<file path="src/rtl/flujo_pkg.sv">
// Shared types for the spirometer flow sampler: data width and sequencing states.
package flujo_pkg;

    localparam int FLUJO_W = 8;

    typedef enum logic [2:0] {
        IDLE,
        START,
        SHIFT,
        AVG,
        OUT
    } flujo_state_e;

    function automatic logic [FLUJO_W-1:0] max_flujo(input logic [FLUJO_W-1:0] a,
                                                     input logic [FLUJO_W-1:0] b);
        return (a > b) ? a : b;
    endfunction

endpackage

</file>
<file path="src/rtl/flujo_adc_sampler_if.sv">
// Pins of the serial flow ADC plus the filtered flow stream delivered downstream.
interface flujo_adc_sampler_if;
    import flujo_pkg::*;

    logic                 iAdcDout;
    logic                 oAdcCs_n;
    logic                 oAdcSclk;
    logic [FLUJO_W-1:0]   ovFlujo;
    logic                 oCe;
    logic                 oBusy;

    modport master (
        input  iAdcDout,
        output oAdcCs_n,
        output oAdcSclk,
        output ovFlujo,
        output oCe,
        output oBusy
    );

    modport slave (
        output iAdcDout,
        input  oAdcCs_n,
        input  oAdcSclk,
        input  ovFlujo,
        input  oCe,
        input  oBusy
    );

endinterface

</file>
<file path="src/rtl/adc_serial_rx.sv">
// Serial ADC front end: CS/SCLK generation, one start/mux SCLK period, then eight
// MSB-first data bits captured on the SCLK rising transition.
module adc_serial_rx
    import flujo_pkg::*;
#(
    parameter int CLK_DIV = 50
) (
    input  logic               clk,
    input  logic               rst_n,
    input  logic               start,
    input  logic               adc_dout,
    output logic               cs_n,
    output logic               sclk,
    output logic               mux_done,
    output logic               done,
    output logic [FLUJO_W-1:0] sample
);

    localparam int DW = $clog2(CLK_DIV + 1);
    localparam logic [DW-1:0] DIV_LAST = DW'(CLK_DIV - 1);
    localparam int HALVES = 2 * (FLUJO_W + 1);

    logic               active;
    logic [DW-1:0]      div_cnt;
    logic [4:0]         half_cnt;
    logic [FLUJO_W-1:0] shreg;
    logic               half_end;

    // half_cnt holds the number of half-periods still to come after the current one
    assign half_end = active && (div_cnt == '0);
    assign mux_done = half_end && (half_cnt == 5'(HALVES - 2));
    assign done     = half_end && (half_cnt == '0);
    assign sample   = shreg;

    always_ff @(posedge clk) begin
        if (!rst_n) begin
            active   <= 1'b0;
            cs_n     <= 1'b1;
            sclk     <= 1'b0;
            div_cnt  <= '0;
            half_cnt <= '0;
            shreg    <= '0;
        end else if (start && !active) begin
            active   <= 1'b1;
            cs_n     <= 1'b0;
            sclk     <= 1'b0;
            div_cnt  <= DIV_LAST;
            half_cnt <= 5'(HALVES - 1);
        end else if (active) begin
            if (div_cnt != '0) begin
                div_cnt <= div_cnt - DW'(1);
            end else if (half_cnt == '0) begin
                active <= 1'b0;
                cs_n   <= 1'b1;
                sclk   <= 1'b0;
            end else begin
                sclk     <= ~sclk;
                half_cnt <= half_cnt - 5'd1;
                div_cnt  <= DIV_LAST;
                // rising edges after the start/mux period carry data
                if (!sclk && (half_cnt <= 5'(HALVES - 3))) begin
                    shreg <= {shreg[FLUJO_W-2:0], adc_dout};
                end
            end
        end
    end

endmodule

</file>
<file path="src/rtl/flujo_adc_sampler.sv">
// Periodic flow ADC sampler with moving average and noise deadband.
// Optional peak hold output is built when FLUJO_PEAK_HOLD_EN is defined.
//
// state | meaning
// IDLE  | waiting for the sample-period tick
// START | CS low, ADC start/mux SCLK period
// SHIFT | eight data SCLK periods
// AVG   | fold new sample into the running sum
// OUT   | publish filtered value and strobe
module flujo_adc_sampler
    import flujo_pkg::*;
#(
    parameter int                 CLK_DIV       = 50,
    parameter int                 SAMPLE_PERIOD = 100000,
    parameter int                 AVG_LOG2      = 2,
    parameter logic [FLUJO_W-1:0] DEADBAND      = 8'd4
) (
    input  logic                   iClk,
    input  logic                   iReset,
    input  logic                   iEnable,
    flujo_adc_sampler_if.master    bus
`ifdef FLUJO_PEAK_HOLD_EN
    ,
    input  logic                   iClearPeak,
    output logic [FLUJO_W-1:0]     ovPico
`endif
);

    localparam int N  = 1 << AVG_LOG2;
    localparam int SW = FLUJO_W + AVG_LOG2;
    localparam int CW = $clog2(SAMPLE_PERIOD);
    localparam logic [CW-1:0] PER_LAST = CW'(SAMPLE_PERIOD - 1);

    flujo_state_e       state_q, state_d;
    logic [CW-1:0]      per_cnt;
    logic               tick;
    logic               start;
    logic               mux_done;
    logic               rx_done;
    logic [FLUJO_W-1:0] sample;
    logic [FLUJO_W-1:0] avg;
    logic [FLUJO_W-1:0] filt;
    logic [SW-1:0]      sum_q;
    logic [FLUJO_W-1:0] sample_buf [N];
    logic [AVG_LOG2-1:0] wr_ptr;
    logic [FLUJO_W-1:0] flujo_q;
    logic               ce_q;
    logic               busy_q;

    assign tick = iEnable && (per_cnt == PER_LAST);

    always_ff @(posedge iClk) begin
        if (!iReset || !iEnable) begin
            per_cnt <= '0;
        end else if (tick) begin
            per_cnt <= '0;
        end else begin
            per_cnt <= per_cnt + CW'(1);
        end
    end

    adc_serial_rx #(
        .CLK_DIV (CLK_DIV)
    ) u_rx (
        .clk      (iClk),
        .rst_n    (iReset),
        .start    (start),
        .adc_dout (bus.iAdcDout),
        .cs_n     (bus.oAdcCs_n),
        .sclk     (bus.oAdcSclk),
        .mux_done (mux_done),
        .done     (rx_done),
        .sample   (sample)
    );

    always_ff @(posedge iClk) begin
        if (!iReset) begin
            state_q <= IDLE;
        end else begin
            state_q <= state_d;
        end
    end

    always_comb begin
        state_d = state_q;
        start   = 1'b0;
        case (state_q)
            IDLE: begin
                if (tick) begin
                    start   = 1'b1;
                    state_d = START;
                end
            end
            START:   if (mux_done) state_d = SHIFT;
            SHIFT:   if (rx_done)  state_d = AVG;
            AVG:     state_d = OUT;
            OUT:     state_d = IDLE;
            default: state_d = IDLE;
        endcase
    end

    assign avg  = sum_q[SW-1:AVG_LOG2];
    assign filt = (avg <= DEADBAND) ? '0 : avg;

    always_ff @(posedge iClk) begin
        if (!iReset) begin
            sum_q   <= '0;
            wr_ptr  <= '0;
            flujo_q <= '0;
            ce_q    <= 1'b0;
            busy_q  <= 1'b0;
            for (int i = 0; i < N; i++) begin
                sample_buf[i] <= '0;
            end
        end else begin
            ce_q <= 1'b0;
            case (state_q)
                IDLE: if (start) busy_q <= 1'b1;
                AVG: begin
                    // oldest sample leaves the window as the new one enters
                    sum_q              <= sum_q - SW'(sample_buf[wr_ptr]) + SW'(sample);
                    sample_buf[wr_ptr] <= sample;
                    wr_ptr             <= wr_ptr + AVG_LOG2'(1);
                end
                OUT: begin
                    flujo_q <= filt;
                    ce_q    <= 1'b1;
                    busy_q  <= 1'b0;
                end
                default: ;
            endcase
        end
    end

    assign bus.ovFlujo = flujo_q;
    assign bus.oCe     = ce_q;
    assign bus.oBusy   = busy_q;

`ifdef FLUJO_PEAK_HOLD_EN
    logic [FLUJO_W-1:0] pico_q;

    // a clear coinciding with a new output restarts the peak at that output
    always_ff @(posedge iClk) begin
        if (!iReset) begin
            pico_q <= '0;
        end else if (state_q == OUT) begin
            pico_q <= iClearPeak ? filt : max_flujo(pico_q, filt);
        end else if (iClearPeak) begin
            pico_q <= '0;
        end
    end

    assign ovPico = pico_q;
`endif

endmodule
</file>
<file path="src/flat_wrapper.sv">
// flat-port wrapper written by rule: the top's interface ports become plain ports
module flujo_adc_sampler_flat import flujo_pkg::*;
#(
    parameter int                 CLK_DIV       = 50,
    parameter int                 SAMPLE_PERIOD = 100000,
    parameter int                 AVG_LOG2      = 2,
    parameter logic [FLUJO_W-1:0] DEADBAND      = 8'd4
)
  (iClk, iReset, iEnable, bus_iAdcDout, bus_oAdcCs_n, bus_oAdcSclk, bus_ovFlujo, bus_oCe, bus_oBusy);
  flujo_adc_sampler_if bus_i ();
  input  logic iClk;
  input  logic iReset;
  input  logic iEnable;
  input wire logic [$bits(bus_i.iAdcDout)-1:0] bus_iAdcDout;
  output wire logic [$bits(bus_i.oAdcCs_n)-1:0] bus_oAdcCs_n;
  output wire logic [$bits(bus_i.oAdcSclk)-1:0] bus_oAdcSclk;
  output wire logic [$bits(bus_i.ovFlujo)-1:0] bus_ovFlujo;
  output wire logic [$bits(bus_i.oCe)-1:0] bus_oCe;
  output wire logic [$bits(bus_i.oBusy)-1:0] bus_oBusy;
  assign bus_i.iAdcDout = bus_iAdcDout;
  assign bus_oAdcCs_n = bus_i.oAdcCs_n;
  assign bus_oAdcSclk = bus_i.oAdcSclk;
  assign bus_ovFlujo = bus_i.ovFlujo;
  assign bus_oCe = bus_i.oCe;
  assign bus_oBusy = bus_i.oBusy;
  flujo_adc_sampler #(.CLK_DIV(CLK_DIV), .SAMPLE_PERIOD(SAMPLE_PERIOD), .AVG_LOG2(AVG_LOG2), .DEADBAND(DEADBAND)) u_core (.iClk(iClk), .iReset(iReset), .iEnable(iEnable), .bus(bus_i));
endmodule
</file>
<file path="config.mk">
export PLATFORM = sky130hd
export DESIGN_NAME = flujo_adc_sampler_flat
export DESIGN_NICKNAME = d
export VERILOG_FILES = /design/src/rtl/flujo_pkg.sv /design/src/rtl/flujo_adc_sampler_if.sv /design/src/rtl/adc_serial_rx.sv /design/src/rtl/flujo_adc_sampler.sv /design/src/flat_wrapper.sv
export SDC_FILE = /design/constraint.sdc
export NUM_CORES = 1
export LEC_CHECK = 0
export ABC_AREA = 1
export BUFFER_PORTS_ARGS = -buffer_cell sky130_fd_sc_hd__buf_2
export CAP_MARGIN = 15
export CORE_MARGIN = 3
export CORE_UTILIZATION = 56
export CTS_CLUSTER_DIAMETER = 80
export DETAILED_ROUTE_END_ITERATION = 10
export PLACE_DENSITY = 0.83
export SYNTH_ARGS = -nofsm -noshare
export SYNTH_HDL_FRONTEND = slang
export SYNTH_HIERARCHICAL = 1
export SYNTH_SLANG_ARGS = --single-unit
</file>
<file path="constraint.sdc">
create_clock -name iClk -period 2.3 [get_ports iClk]
set_input_delay 0.345 -clock iClk [delete_from_list [all_inputs] [get_ports iClk]]
set_output_delay 0.345 -clock iClk [all_outputs]
set_load 0.005 [all_outputs]
</file>
==> impl_results.md, run 1 <==
* Core Region at 0.00893 sq mm
* PD cells at roughly 600 mW/mm^2
* Drt wl/cell at 15.0 um
* Critical path type: register to register
* GR Util All Layers at 0.232
* Clk slew on worst S/H paths at 100 ps
* Worst skew pair latency at approximately 370 ps
* Max Root-Sink Buffers at 2
* CP Data Arrival Time at approximately 2800 ps
* 1st-iter DRT viols at 221
* Async SR Flop Fraction at 0
* Worst-Margin Slew at 815 ps
* Port bufs at 15
* Setup violations, final at 8
* Number of synthesis warnings at 6
* RR Endpoint: u_core/sum_q[9]
* Min Hold Slack at 319 ps
* Ys flop type: dfxtp_1
* Reg2Reg Depth at 13
* Nature of the critical path startpoint: register
* Max-Cap Viols at 0
* Root buffer cell: clkbuf_8
* Final cycle utilization of the critical path at 1.08
* Number of detailed-route iterations in the first pass at 6
* Clock sink count at 98
* Critical Path RT at between 2000 and 3000 ps
* Fmax at 0.404 GHz
* Max-slew violations at 0
* Cells after Synth at between 600 and 700
* Path type of the worst min-delay path: primary input to register
* Final Non-Filler Cells at approximately 800
* Die height at 103 um
* Worst-path fanout max at 8
* Crit end category: register
* Area of the die at roughly 0.011 sq mm
* Via count at roughly 4500
* Outcome: complete, but fails checks
* Final ANT Viol Nets at 0
* Post-Route WL at approximately 12 mm
* Gpl congestion at just under 1
* Final worst path period need at 2470 ps
* Synth Area per Inst at 8.04 sq um
* Crit path to: u_core/sum_q[9]
* Dpl ws at -216 ps
* Max IR drop VDD at 0.332 mV
* Register area share after synthesis at 0.434
* First-pass GRT wire length at 19.2 mm
* Post-Route Utilization at 0.676
* Initial antenna violation count at 0
* Post-CTS Hold Buffers at 0
* DP Cell Count at between 700 and 800
* H-Tree Depth at 3
* CTS tree: done
* Clock Skews at 12.1 ps
* RSZ-0062 raised after global routing: yes
* Final hold vios at 0
* DRC Markers at 0
* Initial Utilization at 0.589
* I/O pin total at 16
* Layout cells sized above 1 at 0.224
* DPL Wire Length at approximately 8.5 mm
* Grt total ovfl at 0
* Synth-to-layout area growth at 14.9%
* Slew HR at 0.454
* # rows at 34
* Largest net degree at the start of global routing at 31
* Violated checks: setup timing
* Layout Nets at 719
* Register-to-register setup slack at -170 ps
* #FFs+latches synth at 98
* CTS buffer count at 9
* DR vias/cell at 5.53
* Static Leakage at around 2.4 nW
* Min setup slack post-route at -173 ps
* Cell Area, Synth at 0.00526 sq mm
* # diodes at 0
* Post-synth EDFFs at 32
* Syn_nets at 682
* Vias in the first global route at ~4200
* Die width at approximately 100 um
* Count of cell types in the netlist at 41
* Power, Total at roughly 3.6 mW
[per-stage QoR]
| step | setup TNS (ps) | instance area, sq um |
|---|---|---|
| finish | -1050 | 6040 |
| global route | -1730 | 6040 |
| CTS | -208 | 5880 |
| detailed placement | -970 | 5510 |
| global placement | -588 | 5510 |
| floorplan | 0 | 5270 |
[state kept, by name, summed over array words and instances, names as in the netlist, 2 cells and up, named ones only]
| name | count |
|---|---|
| u_core/u_rx/div_cnt | 6 |
| u_core/bus.ovFlujo | 8 |
| u_core/per_cnt | 17 |
| u_core/u_rx/half_cnt | 5 |
| u_core/wr_ptr | 2 |
| u_core/sum_q | 10 |
| u_core/state_q | 3 |
| u_core/sample_buf | 32 |
| u_core/u_rx/sample | 8 |
[logic make-up after synthesis]
family / Yosys count / share of synthesized area
compound gates: 95 / 0.101
fa+ha+maj: 24 / 0.0685
buf+inv: 114 / 0.0925
simple gates: 313 / 0.287
flops: 98 / 0.434
xor+xnor: 10 / 0.0167
[worst max-delay path, stage by stage, from the launching register on]
cell and delay (ps):
dfxtp_4 400, clkinvlp_4 240, o21ai_2 220, o22ai_2 100
fa_1 510, inv_2 50, ha_4 300, nand2_2 90
nor2_1 150, nand3_2 100, nand3_2 80, nand2_1 60
nand3_1 60, nand2_1 50
[where the power goes]
group          switching, mW  internal, mW  leakage, nW  total (mW)
logic                  0.340         0.215         1.44       0.555
clock network          0.599         0.611        0.108        1.21
registers             0.0477          1.83        0.864        1.88
total                  0.987          2.66         2.42        3.64
[routing by layer]
layer / global-route usage / share of wire / wire, um
met1: 0.291 / 0.41 / 4950
met2: 0.403 / 0.51 / 6130
met3: 0.0541 / 0.063 / 762
met4: 0.0588 / 0.019 / 233
met5: 0 / 0 / 0
[area by class of cell]
cell class / count / area [sq um]
repair inverters: 1 / 7.51
clock inverters: 7 / 93.8
multi-input cells: 442 / 2750
fillers: 673 / 2890
inverters: 102 / 390
flip-flops and latches: 98 / 2290
repair buffers: 37 / 255
well taps: 108 / 135
clock buffers: 9 / 124
[worst min path at each step]
stage	start	endpoint	slack (ps)	depth (start not counted)
2_1_floorplan	u_core/per_cnt[0]	u_core/per_cnt[0]	420	1
3_3_place_gp	u_core/per_cnt[0]	u_core/per_cnt[0]	430	1
3_5_place_dp	u_core/per_cnt[0]	u_core/per_cnt[0]	430	1
4_1_cts	iReset	u_core/bus.oCe	300	3
5_1_grt	iReset	u_core/bus.oBusy	310	3
6_report	iReset	u_core/bus.oCe	320	3
[synth_stat cells, types with 2 or more instances]
cell / number / area share
inv_2: 10 / 0.0071
xnor2_1: 2 / 0.0033
edfxtp_1: 32 / 0.18
nand2_4: 2 / 0.0043
nor2_8: 2 / 0.0076
buf_6: 4 / 0.0086
nand2_2: 4 / 0.0048
ha_1: 16 / 0.038
o22ai_1: 11 / 0.013
nand3_4: 2 / 0.0067
o21ai_0: 37 / 0.035
nor2_1: 100 / 0.071
a21oi_2: 9 / 0.015
nand3b_1: 3 / 0.0043
nand3_1: 39 / 0.037
or2_2: 5 / 0.0059
nor2_4: 8 / 0.017
nor2_2: 7 / 0.0083
nor3_1: 9 / 0.0086
xor2_1: 8 / 0.013
clkbuf_1: 4 / 0.0029
nand2_1: 113 / 0.081
a21oi_1: 32 / 0.030
inv_1: 90 / 0.064
nand3_2: 3 / 0.0057
fa_1: 8 / 0.030
o21ai_1: 2 / 0.0019
nand4_1: 11 / 0.013
o21bai_1: 2 / 0.0029
dfxtp_1: 66 / 0.25
clkinv_1: 2 / 0.0014
nor3_2: 2 / 0.0038
[cells in the final DEF, fill, tap and decap left out, types with 3 or more instances in the layout]
cell and instances:
o22ai_2 4, nor2_4 9, nand3b_1 3, clkinv_1 4
ha_1 8, a21oi_1 27, dfxtp_1 64, buf_2 15
nand3_2 8, o21ai_0 24, nor2_1 96, a21oi_2 13
or2_2 5, fa_1 7, clkinv_4 3, edfxtp_1 32
inv_1 85, o22ai_1 7, nand3_1 34, nor3_1 9
o21ai_1 9, nand2_2 8, clkinvlp_4 3, ha_4 8
nand4_1 11, nor2_2 10, xor2_1 8, o21ai_2 6
nand2_4 5, inv_2 13, buf_4 19, nand2_1 106
clkbuf_8 9
[what timing repair did]
item | CTS | global route
resized for setup | 39 | 33
cloned | 1 | 0
pin swaps | 8 | 16
setup buffers | 0 | 3
endpoints found under the setup margin | 7 | 8
Note: power is estimated with default switching activity, not from simulation.
==> inputs of run 2 (changes only) <==
--- a/config.mk
+++ b/config.mk
@@ -8,11 +8,10 @@
 export ABC_AREA = 1
 export BUFFER_PORTS_ARGS = -buffer_cell sky130_fd_sc_hd__buf_2
 export CAP_MARGIN = 15
-export CORE_MARGIN = 3
-export CORE_UTILIZATION = 56
+export CORE_UTILIZATION = 54
 export CTS_CLUSTER_DIAMETER = 80
 export DETAILED_ROUTE_END_ITERATION = 10
-export PLACE_DENSITY = 0.83
+export PLACE_DENSITY = 0.8
 export SYNTH_ARGS = -nofsm -noshare
 export SYNTH_HDL_FRONTEND = slang
 export SYNTH_HIERARCHICAL = 1
==> impl_results.md, run 2 (synthesis results as in run 1) <==
* Core Region at between 0.009 and 0.01 sq mm
* Die height at 101 um
* CTS buffer count at 9
* Min setup slack post-route at -205 ps
* Max Root-Sink Buffers at 2
* Root buffer cell: clkbuf_8
* Final worst path period need at 2510 ps
* Power, Total at 3.54 mW
* Grt total ovfl at 0
* Clock Skews at 12.6 ps
* DP Cell Count at 807
* DPL Wire Length at 8.27 mm
* CP Data Arrival Time at 2770 ps
* Crit end category: register
* Static Leakage at 2.43 nW
* Via count at 4407
* Number of flip-flops under the largest register name at 32
* Violated checks: setup timing
* # rows at 35
* Worst-path fanout max at 5
* Gpl congestion at between 0.8 and 0.9
* Fill count at 713
* Critical path type: register to register
* Path type of the worst min-delay path: primary input to register
* Initial antenna violation count at 0
* Initial Utilization at 0.564
* Worst-Margin Slew at approximately 760 ps
* Final hold vios at 0
* Largest net degree at the start of global routing at 31
* First-pass GRT wire length at 19.1 mm
* Fin Setup TNS at -1010 ps
* I/O pin total at 16
* Post-Route WL at 11.8 mm
* H-Tree Depth at 3
* DRC Markers at 0
* Synth-to-layout area growth at 16.3%
* Max-Cap Viols at 0
* Number of detailed-route iterations in the first pass at 5
* Port bufs at 15
* Commonest non-fill, non-tap cells in the layout: nand2_1 (107), nor2_1 (94), inv_1 (85)
* Biggest register: u_core/sample_buf
* Final cycle utilization of the critical path at 1.09
* Post-CTS Hold Buffers at 0
* Worst skew pair latency at 370 ps
* Clk slew on worst S/H paths at 100 ps
* DR vias/cell at roughly 5.3
* Clock sink count at 98
* Outcome: complete, but fails checks
* Nature of the critical path startpoint: register
* PD cells at approximately 580 mW/mm^2
* Max IR drop VDD at just over 0.5 mV
* Die width at 101 um
* Vias in the first global route at 4249
* RSZ-0062 raised after global routing: yes
* Layout Nets at 724
* GR Util All Layers at 0.243
* Min Hold Slack at 285 ps
* CTS tree: done
* Final ANT Viol Nets at 0
* # diodes at 0
* Slew HR at 0.496
* Max-slew violations at 0
* Critical Path RT at 2570 ps
* Drt wl/cell at 14.2 um
* Leading cell type in the layout, fill and taps excluded: nand2_1
* Setup violations, final at 8
* Top Registers: u_core/sample_buf: 32 flops, u_core/per_cnt: 17 flops, u_core/sum_q: 10 flops
* Area of the die at slightly above 0.01 sq mm
* Beginning of the worst hold path: iReset
* 1st-iter DRT viols at 221
* Final Non-Filler Cells at 830
* Layout cells sized above 1 at 0.234
* Fmax at 0.399 GHz
## run 2: routing by layer
metal | GRT usage | vias up | routed length, um
met5 | 0 | - | 0
met4 | 0.0992 | 0 | 288
met2 | 0.426 | 124 | 6090
met1 | 0.288 | 2059 | 4820
li1 | - | 2197 | -
met3 | 0.0534 | 27 | 552
## run 2: final timing paths
check                           end  cells after the start  slack [ps]
setup / recovery    u_core/sum_q[9]                     13        -210
hold / removal       u_core/bus.oCe                      3         280
setup reg to reg    u_core/sum_q[9]                     13        -210
hold reg to reg   u_core/per_cnt[0]                      1         470
## run 2: worst max-delay path, cell delays in order, from the launching register on
cell	delay (ps)
dfxtp_4	400
clkinvlp_4	150
buf_4	170
o21ai_2	170
o22ai_2	120
fa_1	490
inv_1	70
ha_4	260
nand2_1	70
nand2_1	70
a21oi_1	180
nand4_1	110
nand3_1	90
nand2_1	50
## run 2: timing repair
action / in CTS / in global routing
buffers inserted: 0 / 6
gates cloned: 1 / 0
gates resized for setup: 47 / 30
setup endpoints to repair: 7 / 8
pin swaps: 14 / 12
## run 2: layout make-up
type / instances / area [sq um] / share of cell area
flip-flops and latches: 98 / 2290 / 0.374
clock inverters: 7 / 68.8 / 0.0112
multi-input cells: 442 / 2800 / 0.457
inverters: 102 / 387 / 0.0632
clock buffers: 9 / 124 / 0.0202
repair inverters: 1 / 7.51 / 0.00123
repair buffers: 42 / 289 / 0.0472
well taps: 129 / 161 / 0.0264
## run 2: power by group
part,switching [mW],internal (mW)
clock network,0.600,0.501
logic,0.336,0.227
registers,0.0448,1.83
## run 2: metrics by stage
step	setup slack, ps	util	cell area (sq um)
4_1_cts	-96.6	0.635	5930
6_report	-205	0.656	6120
5_1_grt	-328	0.656	6120
3_3_place_gp	-206	0.595	5550
2_1_floorplan	6.49	-	5270
3_5_place_dp	-271	0.595	5550
